[config.mk]
export PLATFORM = sky130hd
export DESIGN_NAME = mesif_snoop_bus_controller
export DESIGN_NICKNAME = d
export VERILOG_FILES = /design/src/rtl/mesif_snoop_bus_controller.sv
export SDC_FILE = /design/constraint.sdc
export NUM_CORES = 1
export LEC_CHECK = 0
export BUFFER_PORTS_ARGS = -buffer_cell sky130_fd_sc_hd__clkbuf_2
export CAP_MARGIN = 20
export CELL_PAD_IN_SITES_DETAIL_PLACEMENT = 1
export CELL_PAD_IN_SITES_GLOBAL_PLACEMENT = 2
export CORE_UTILIZATION = 22
export DETAILED_ROUTE_END_ITERATION = 16
export PLACE_DENSITY = 0.86
export SLEW_MARGIN = 20
export SYNTH_ARGS = -nofsm -noshare
export SYNTH_HDL_FRONTEND = slang
export SYNTH_SLANG_ARGS = --single-unit
[constraint.sdc]
create_clock -name clock_i -period 2 [get_ports clock_i]
set_input_delay 0.1 -clock clock_i [delete_from_list [all_inputs] [get_ports clock_i]]
set_output_delay 0.1 -clock clock_i [all_outputs]
set_load 0.005 [all_outputs]
[src/rtl/mesif_snoop_bus_controller.sv]
// ============================================================================
// Module   : mesif_snoop_bus_controller
// Purpose  : Snoopy-bus arbiter and sequencer for an N-cache MESIF system.
// Revision : 1.0 - initial release
// ============================================================================
`default_nettype none

module mesif_snoop_bus_controller #(
    parameter int ADDRESS_WIDTH     = 16,
    parameter int DATA_WIDTH        = 16,
    parameter int NUMBER_OF_DEVICES = 4,
    parameter int ARBITRATION_MODE  = 1,
    parameter int SNOOP_TIMEOUT     = 15
) (
    input  logic                                      clock_i,
    input  logic                                      reset_i,
    input  logic [NUMBER_OF_DEVICES-1:0]              req_valid_i,
    input  logic [NUMBER_OF_DEVICES-1:0]              req_write_i,
    input  logic [NUMBER_OF_DEVICES*ADDRESS_WIDTH-1:0] req_address_i,
    input  logic [NUMBER_OF_DEVICES*DATA_WIDTH-1:0]   req_data_i,
    output logic [NUMBER_OF_DEVICES-1:0]              grant_o,
    output logic [NUMBER_OF_DEVICES-1:0]              req_done_o,
    output logic [DATA_WIDTH-1:0]                     req_data_out_o,
    output logic                                      shared_in_o,
    output logic                                      snoop_valid_o,
    output logic [ADDRESS_WIDTH-1:0]                  snoop_address_o,
    output logic                                      snoop_write_o,
    output logic [NUMBER_OF_DEVICES-1:0]              snoop_source_o,
    input  logic [NUMBER_OF_DEVICES-1:0]              snoop_ack_i,
    input  logic [NUMBER_OF_DEVICES-1:0]              snoop_shared_i,
    input  logic [NUMBER_OF_DEVICES-1:0]              snoop_supply_i,
    input  logic [NUMBER_OF_DEVICES-1:0]              snoop_dirty_i,
    input  logic [NUMBER_OF_DEVICES*DATA_WIDTH-1:0]   snoop_data_i,
    output logic [ADDRESS_WIDTH-1:0]                  ram_address_o,
    output logic                                      ram_read_o,
    output logic                                      ram_write_o,
    output logic [DATA_WIDTH-1:0]                     ram_data_out_o,
    input  logic [DATA_WIDTH-1:0]                     ram_data_in_i,
    input  logic                                      ram_done_i,
    output logic                                      busy_o,
    output logic                                      protocol_error_o
);

    localparam int c_IDX_W = $clog2(NUMBER_OF_DEVICES);
    localparam int c_CNT_W = (SNOOP_TIMEOUT > 1) ? $clog2(SNOOP_TIMEOUT) : 1;
    localparam logic [NUMBER_OF_DEVICES-1:0] c_ONE = {{(NUMBER_OF_DEVICES-1){1'b0}}, 1'b1};

    typedef enum logic [2:0] {
        S_IDLE      = 3'd0,
        S_SNOOP     = 3'd1,
        S_RAM_READ  = 3'd2,
        S_RAM_WB    = 3'd3,
        S_RAM_WRITE = 3'd4,
        S_RESPOND   = 3'd5
    } state_t;

    state_t                       state_q, state_d;
    logic [c_IDX_W-1:0]           owner_q, owner_d, ptr_q, ptr_d, sup_idx_q, sup_idx_d;
    logic [ADDRESS_WIDTH-1:0]     addr_q, addr_d;
    logic [DATA_WIDTH-1:0]        wdata_q, wdata_d, sdata_q, sdata_d, rdata_q, rdata_d;
    logic                         write_q, write_d, shared_q, shared_d, dirty_q, dirty_d;
    logic                         sup_found_q, sup_found_d, perr_q, perr_d;
    logic [NUMBER_OF_DEVICES-1:0] ack_q, ack_d, supmask_q, supmask_d;
    logic [c_CNT_W-1:0]           cnt_q, cnt_d;

    logic [NUMBER_OF_DEVICES-1:0] w_owner_oh, w_resp, w_ack_n, w_supmask_n, w_supmask_m1;
    logic                         w_win_valid, w_all_acked, w_timeout;
    logic [c_IDX_W-1:0]           w_win_idx, w_rr_idx;

    assign w_owner_oh   = c_ONE << owner_q;
    assign w_resp       = snoop_ack_i & ~w_owner_oh;
    assign w_ack_n      = ack_q | w_resp;
    assign w_supmask_n  = supmask_q | (w_resp & snoop_supply_i);
    assign w_supmask_m1 = w_supmask_n - c_ONE;
    assign w_all_acked  = &(w_ack_n | w_owner_oh);
    assign w_timeout    = (cnt_q == c_CNT_W'(SNOOP_TIMEOUT - 1));

    // Arbitration; descending loops so the last hit (lowest rank) wins.
    always_comb begin
        w_win_valid = 1'b0;
        w_win_idx   = '0;
        w_rr_idx    = '0;
        if (ARBITRATION_MODE == 0) begin
            for (int i = NUMBER_OF_DEVICES - 1; i >= 0; i--) begin
                if (req_valid_i[i]) begin
                    w_win_valid = 1'b1;
                    w_win_idx   = c_IDX_W'(i);
                end
            end
        end else begin
            for (int k = NUMBER_OF_DEVICES - 1; k >= 0; k--) begin
                w_rr_idx = c_IDX_W'((int'(ptr_q) + k) % NUMBER_OF_DEVICES);
                if (req_valid_i[w_rr_idx]) begin
                    w_win_valid = 1'b1;
                    w_win_idx   = w_rr_idx;
                end
            end
        end
    end

    always_comb begin
        state_d     = state_q;
        owner_d     = owner_q;
        ptr_d       = ptr_q;
        addr_d      = addr_q;
        wdata_d     = wdata_q;
        write_d     = write_q;
        ack_d       = ack_q;
        shared_d    = shared_q;
        supmask_d   = supmask_q;
        dirty_d     = dirty_q;
        sup_found_d = sup_found_q;
        sup_idx_d   = sup_idx_q;
        sdata_d     = sdata_q;
        rdata_d     = rdata_q;
        cnt_d       = cnt_q;
        perr_d      = perr_q;

        case (state_q)
            S_IDLE: begin
                if (w_win_valid) begin
                    owner_d = w_win_idx;
                    for (int i = 0; i < NUMBER_OF_DEVICES; i++) begin
                        if (w_win_idx == c_IDX_W'(i)) begin
                            addr_d  = req_address_i[i*ADDRESS_WIDTH +: ADDRESS_WIDTH];
                            wdata_d = req_data_i[i*DATA_WIDTH +: DATA_WIDTH];
                            write_d = req_write_i[i];
                        end
                    end
                    ack_d       = '0;
                    shared_d    = 1'b0;
                    supmask_d   = '0;
                    dirty_d     = 1'b0;
                    sup_found_d = 1'b0;
                    sup_idx_d   = '0;
                    sdata_d     = '0;
                    rdata_d     = '0;
                    cnt_d       = '0;
                    state_d     = S_SNOOP;
                end
            end
            S_SNOOP: begin
                ack_d     = w_ack_n;
                shared_d  = shared_q | (|(w_resp & snoop_shared_i));
                dirty_d   = dirty_q | (|(w_resp & snoop_dirty_i));
                supmask_d = w_supmask_n;
                cnt_d     = cnt_q + 1'b1;
                for (int i = NUMBER_OF_DEVICES - 1; i >= 0; i--) begin
                    if (w_resp[i] && snoop_supply_i[i] &&
                        (!sup_found_q || (c_IDX_W'(i) < sup_idx_q))) begin
                        sup_found_d = 1'b1;
                        sup_idx_d   = c_IDX_W'(i);
                        sdata_d     = snoop_data_i[i*DATA_WIDTH +: DATA_WIDTH];
                    end
                end
                if (|(w_supmask_n & w_supmask_m1)) begin
                    perr_d = 1'b1;
                end
                if (w_all_acked || w_timeout) begin
                    if (!w_all_acked) begin
                        perr_d = 1'b1;
                    end
                    if (write_q) begin
                        state_d = S_RAM_WRITE;
                    end else if (sup_found_d) begin
                        rdata_d = sdata_d;
                        state_d = dirty_d ? S_RAM_WB : S_RESPOND;
                    end else begin
                        state_d = S_RAM_READ;
                    end
                end
            end
            S_RAM_READ: begin
                if (ram_done_i) begin
                    rdata_d = ram_data_in_i;
                    state_d = S_RESPOND;
                end
            end
            S_RAM_WB, S_RAM_WRITE: begin
                if (ram_done_i) begin
                    state_d = S_RESPOND;
                end
            end
            S_RESPOND: begin
                ptr_d   = (owner_q == c_IDX_W'(NUMBER_OF_DEVICES - 1)) ? '0 : owner_q + 1'b1;
                state_d = S_IDLE;
            end
            default: state_d = S_IDLE;
        endcase
    end

    always_ff @(posedge clock_i) begin
        if (reset_i) begin
            state_q     <= S_IDLE;
            owner_q     <= '0;
            ptr_q       <= '0;
            addr_q      <= '0;
            wdata_q     <= '0;
            write_q     <= 1'b0;
            ack_q       <= '0;
            shared_q    <= 1'b0;
            supmask_q   <= '0;
            dirty_q     <= 1'b0;
            sup_found_q <= 1'b0;
            sup_idx_q   <= '0;
            sdata_q     <= '0;
            rdata_q     <= '0;
            cnt_q       <= '0;
            perr_q      <= 1'b0;
        end else begin
            state_q     <= state_d;
            owner_q     <= owner_d;
            ptr_q       <= ptr_d;
            addr_q      <= addr_d;
            wdata_q     <= wdata_d;
            write_q     <= write_d;
            ack_q       <= ack_d;
            shared_q    <= shared_d;
            supmask_q   <= supmask_d;
            dirty_q     <= dirty_d;
            sup_found_q <= sup_found_d;
            sup_idx_q   <= sup_idx_d;
            sdata_q     <= sdata_d;
            rdata_q     <= rdata_d;
            cnt_q       <= cnt_d;
            perr_q      <= perr_d;
        end
    end

    // Every output is decoded from registered state, so nothing is glitchy or combinational from inputs.
    assign busy_o           = (state_q != S_IDLE);
    assign grant_o          = busy_o ? w_owner_oh : '0;
    assign snoop_valid_o    = (state_q == S_SNOOP);
    assign snoop_address_o  = snoop_valid_o ? addr_q : '0;
    assign snoop_write_o    = snoop_valid_o & write_q;
    assign snoop_source_o   = snoop_valid_o ? w_owner_oh : '0;
    assign ram_read_o       = (state_q == S_RAM_READ);
    assign ram_write_o      = (state_q == S_RAM_WB) || (state_q == S_RAM_WRITE);
    assign ram_address_o    = (ram_read_o || ram_write_o) ? addr_q : '0;
    assign ram_data_out_o   = (state_q == S_RAM_WB)    ? sdata_q :
                              (state_q == S_RAM_WRITE) ? wdata_q : '0;
    assign req_done_o       = (state_q == S_RESPOND) ? w_owner_oh : '0;
    assign req_data_out_o   = (state_q == S_RESPOND) ? rdata_q : '0;
    assign shared_in_o      = (state_q == S_RESPOND) & shared_q;
    assign protocol_error_o = perr_q;

endmodule

`default_nettype wire
After elaboration in Yosys (flattened, before gate mapping)
Cells that the tools add are included.
- shift-type cells: 1
- reduce and logical (&&, ||, !) cells: 33
- bitwise logic cells: 13
- multiplexer cells: 77
- $lt $le $gt $ge: 8
- add/subtract/negate cells: 6
- equality and inequality tests: 17
- operators by type and width (cell ; count):
    2-to-1 mux 16 bit ; 22
    one-hot mux 16 bit (3 select lines) ; 1
    one-hot mux 16 bit (2 select lines) ; 1
    one-hot mux 4 bit (2 select lines) ; 3
    2-to-1 mux 1 bit ; 21
    AND 4 bit ; 5
    2-to-1 mux 2 bit ; 10
    2-to-1 mux 3 bit ; 6
    2-to-1 mux 4 bit ; 4
    < comparator 2 x 3 -> 1 bit, second input constant ; 4
    OR 4 bit ; 3
    OR reduction 4 bit ; 3
    one-hot mux 3 bit (3 select lines) ; 1
    AND reduction 3 bit ; 3
    binary-select mux 1 bit (select 2 bit) ; 4
    logical AND 1 bit ; 8
    != test 2 x 1 -> 1 bit, second input constant ; 4
    logical OR 1 bit ; 7
    equality test 2 bit, second input constant ; 3
    equality test 3 x 2 -> 1 bit, second input constant ; 2
    equality test 3 bit, second input constant ; 2
    one-hot mux 1 bit (2 select lines) ; 3
    AND reduction 6 bit ; 1
    nonzero test 3 bit ; 2
    other kinds (24) ; 32
- output and inout bits: 83
- register bits: 90
- bits of input ports: 235
- logic and storage cells: 171

Depth between registers and ports, before layout
- depth in word-level cells: 14
- gate-level depth with buffers: 10
- mapped depth without buffers: 8

Least setup slack after synthesis
OpenSTA, ideal clock, no wires.
- path type: register -> register
- start: register owner_q[0]
- end: register rdata_q[15]
- path slack: -0.131 ns
- cell stages (with the launch flop): 11
- path buffers: 2
- period minus slack after synthesis: 2.131 ns
- library setup time: 0.078 ns
- arrival time: 2.053 ns
- data required time: 1.922 ns
- cells stage by stage: dfxtp_1 -> inv_1 -> ha_1 -> nand3b_4 -> or2_1 -> buf_2 -> buf_2 -> a211o_1 -> a31oi_1 -> a211oi_1 -> nor3_1
- word-level cells in the longest chain between the ends: 13
- elaborated cells on any way between the ends: 31
- those cells by class: eq/ne (2); shift (1); mux (13); bitwise (4); reduce/logical (11)
- RTL lines (element ; RTL line ; text):
    start: declaration ; 58 ; logic [c_IDX_W-1:0] owner_q, owner_d, ptr_q, ptr_d, sup_idx_q, sup_idx_d;
    start signal: assignment ; 212 ; owner_q <= owner_d;
    left shift 1 x 2 -> 4 bit (*) ; 70 ; assign w_owner_oh = c_ONE << owner_q;
    inverter 4 bit ; 71 ; assign w_resp = snoop_ack_i & ~w_owner_oh;
    AND 4 bit ; 71 ;
    logical AND 1 bit (2 in a row) ; 149 ; if (w_resp[i] && snoop_supply_i[i] &&
    2-to-1 mux 16 bit (4 in a row) ; 149 ;
    2-to-1 mux 16 bit ; 165 ; end else if (sup_found_d) begin
    2-to-1 mux 16 bit ; 163 ; if (write_q) begin
    2-to-1 mux 16 bit ; 159 ; if (w_all_acked || w_timeout) begin
    one-hot mux 16 bit (3 select lines) ; 119 ; case (state_q)
    end signal: assignment ; 224 ; rdata_q <= rdata_d;
    end: declaration ; 60 ; logic [DATA_WIDTH-1:0] wdata_q, wdata_d, sdata_q, sdata_d, rdata_q, rdata_d;
Every way passes the cells marked *; elsewhere a longest branch is shown, timed or not. The select of a mux whose other input is x is not followed.
A chain may end at the register's enable or synchronous reset.

Final worst setup path
- start: register owner_q[1]
- end: register sdata_q[4]
- word-level cells in the longest chain between the ends: 10
- elaborated cells on any way between the ends: 16
- those cells by class: shift (1); mux (5); bitwise (2); reduce/logical (8)
- RTL lines (element ; RTL line ; text):
    left shift 1 x 2 -> 4 bit (*) ; 70 ;
    inverter 4 bit (*) ; 71 ;
    AND 4 bit (*) ; 71 ;
    logical AND 1 bit (2 in a row) ; 149 ;
    2-to-1 mux 16 bit (3 in a row) ; 149 ;
    2-to-1 mux 16 bit (*) ; 149 ;
    one-hot mux 16 bit (2 select lines) (*) ; 119 ;
    end signal: assignment ; 223 ; sdata_q <= sdata_d;
    end: declaration ; 60 ;
Every way passes the cells marked *; elsewhere a longest branch is shown, timed or not.

==> results.md <==
- Status: complete, but fails checks
- Failing checks: setup timing
- Share of cells above drive strength 1: 0.4914
- Top post-synthesis cells by count: 90 x dfxtp_1, 85 x mux2i_1, 49 x nor2_1
- FF-to-FF path depth: 10
- Final net count: 1284
- First-pass GRT wire length: 40960 µm
- Worst Hold Path EP: rdata_q[11]
- R2r startpoint: owner_q[1]
- Root Driver: clkbuf_16
- Tcrit/Tclk final: 1.063
- Die area: 26620 µm²
- Clock Tree Buf Depth: 2
- Syn Area/Cell: 8.306 µm²
- Via count: 6853
- Fmax: 470.3 MHz
- Setup slack, reg-to-reg: -0.13 ns
- ANT nets after route: 0
- # DRC: 0
- Startpoint Class: register
- Critical Path RT: 2.21 ns
- Crit end category: register
- Peak VDD IR: 0.7365 mV
- Initial antenna violation count: 1
- Worst hold start: ram_data_in_i[11]
- Synth Register Bits: 90
- Die Y: 163.2 µm
- Distinct cell type count after synthesis: 52
- CP Class: reg -> reg
- RD Place Congestion: 0.8703
- Vias per inst: 4.970
- Post-Syn Area: 5714 µm²
- Crit path arrival time: 2.33 ns
- Yosys warnings: 0
- CP bufs+invs: 3
- DRT Pass-1 Iters: 4
- Top post-synthesis cells by area: dfxtp_1 32%, mux2i_1 15%, and2_1 5.3%
- Slowest-stage cell, CP: dfxtp_4
- Tightest Hold Check Type: in -> reg
- Fraction of registers with async set/reset: 0
- Clk sink count: 90
- Worst Hold Depth: 3
- Worst-Margin Slew: 0.5816 ns
- Largest stage delay, worst path: 0.37 ns
- Average routed wire per standard cell: 20.42 µm
- HPWL after detailed placement: 20300 µm
- Pwr Total: 11.95 mW
- GRT Total Usage: 0.2043
- Endpoints failing setup: 24
- IO Pins: 318
- Post-synth EDFFs: 0
- Cells after Synth: 688
- End of the worst register-to-register path: sdata_q[4]
- Cell row count: 58
- Largest net degree at the start of global routing: 45
- Sequential area share after synthesis: 0.3153
- Clock-pin slew on the worst setup and hold paths: 0.07 ns
- Power per Cell Area: 1294 nW/µm²
- CP cell instances: ha_4 -> and4bb_4 -> buf_12 -> buf_16 -> mux2i_2 -> a211o_1 -> a31oi_4 -> buf_6 -> a21oi_2 -> nor2_1
- Crit path time final: 2.126 ns
- Max Slew Vio Count: 0
- Initial DRC count: 265
- IO Port Bufs: 317
- Detailed Route WL: 28160 µm
- H-tree levels: 3
- GR Overflow Total: 0
- Clock Skews: 0.01151 ns
- Vias in the first global route: 7036
- Clk_lat worst skew: 0.35 ns
- Post-synth top area cell: dfxtp_1
- Setup ws final: -0.1262 ns
- Initial Util: 0.2256
- Syn Nets: 929
- TNS Setup: -0.8809 ns
- Fin. Hold Viols: 0
- Crit-path max FO: 8
- Synth Flop Type: dfxtp_1
- RSZ-0062 raised after global routing: true
- Placeable Area: 25330 µm²
- Chip width: 163.2 µm
- Yosys top cell area share: 0.3153
- CTS tree: built
- Most frequent cell after synthesis: dfxtp_1
- Max-cap violation count: 0
- Slew HR: 0.6123
- Number of CTS-inserted buffers: 9
- Synth-to-layout area growth: 61.62%
- CP delay by family, top: compound AO/OA/AOI/OAI gates
- Leakage: 4.136 nW
-- stage by stage --
stage	std cells	setup WS (ns)	area [µm²]	hold WS [ns]	utilization
3_5_place_dp	1336	-0.1714	8046	0.4192	0.3177
3_3_place_gp	1336	-0.08934	8046	0.4111	0.3177
6_report	1379	-0.1262	9235	0.05346	0.3646
4_1_cts	1367	-0.07132	8914	0.04266	0.3519
5_1_grt	1378	-0.2063	9233	0.07067	0.3645
2_1_floorplan	688	0.001876	5734	0.2494	-
-- final cells by class --
cell class / count / area (µm²)
inverter: 13 / 51.30
multi-input combinational: 527 / 4116
clock inverter: 5 / 37.54
antenna: 1 / 2.502
sequential: 90 / 1813
tap: 330 / 412.9
timing repair buffer: 402 / 2559
fill: 3058 / 16090
clock buffer: 11 / 242.7
-- where the power goes --
part / internal (mW) / switching, mW / leakage, nW / total (mW)
clock network: 0.887 / 0.804 / 0.133 / 1.69
registers: 2.40 / 0.554 / 0.741 / 2.96
logic: 3.57 / 3.73 / 3.26 / 7.30
total: 6.86 / 5.09 / 4.14 / 12.0
-- metal layers --
layer  part of all wire  GRT usage
met2               0.49     0.3515
met1               0.44     0.2585
met4              0.015    0.06160
met3              0.056    0.03428
met5                  0          0
-- worst max-delay path by stage --
| stage | cells after the start | slack [ns] | endpoint | startpoint |
|---|---|---|---|---|
| floorplan | 10 | 0.002 | rdata_q[7] | owner_q[1] |
| finish | 10 | -0.13 | sdata_q[4] | owner_q[1] |
| detailed placement | 9 | -0.17 | rdata_q[10] | owner_q[1] |
| CTS | 9 | -0.07 | sdata_q[4] | owner_q[1] |
| global placement | 8 | -0.09 | rdata_q[5] | owner_q[0] |
| global route | 10 | -0.21 | sdata_q[4] | owner_q[1] |
-- tightest hold or removal path, delay by kind of cell --
family | cells | cell delay [ns]
and+or+nand+nor | 1 | 0.11
buffers and inverters | 1 | 0.09
AOI/OAI and AO/OA | 1 | 0.06
-- cells in the final DEF (no fill, tap or decap), drive strengths merged, types with 3 or more instances in the layout --
cell	n
a211o	16
a211oi	17
a21oi	38
a221oi	3
a22o	16
a22oi	3
a31oi	18
and2	48
buf	81
clkbuf	331
dfxtp	90
ha	6
inv	15
mux2i	85
nand2	27
nand3	38
nor2	49
nor2b	37
nor3	39
o211ai	3
o21ai	20
o221ai	33
o22ai	3
or2	3
or3	3
-- flip-flops by register name (all words and copies together) (netlist names), 2 cells and up --
| name | flops |
|---|---|
| ack_q | 4 |
| addr_q | 16 |
| cnt_q | 4 |
| owner_q | 2 |
| ptr_q | 2 |
| rdata_q | 16 |
| sdata_q | 16 |
| state_q | 3 |
| sup_idx_q | 2 |
| supmask_q | 4 |
| wdata_q | 16 |
-- cell families (layout without fill, tap and decap cells) --
family / after synthesis / count (layout) / synth area share
AND/OR/NAND/NOR: 255 / 255 / 0.2387
AO/OA/AOI/OAI: 179 / 179 / 0.2242
flip-flops: 90 / 90 / 0.3153
multiplexers: 85 / 85 / 0.1489
buffers and inverters: 71 / 431 / 0.05671
adder cells (fa/ha/maj): 6 / 6 / 0.01314
XOR/XNOR: 2 / 2 / 0.003066
other: 0 / 1 / 0
-- repair_timing --
action,4_1_cts,5_1_grt
setup endpoints to repair,29,57
gates resized for setup,88,45
cloned,8,2
hold buffers,0,0
setup buffers,8,9
pin swaps,41,13
(Power assumes the default switching activity.)
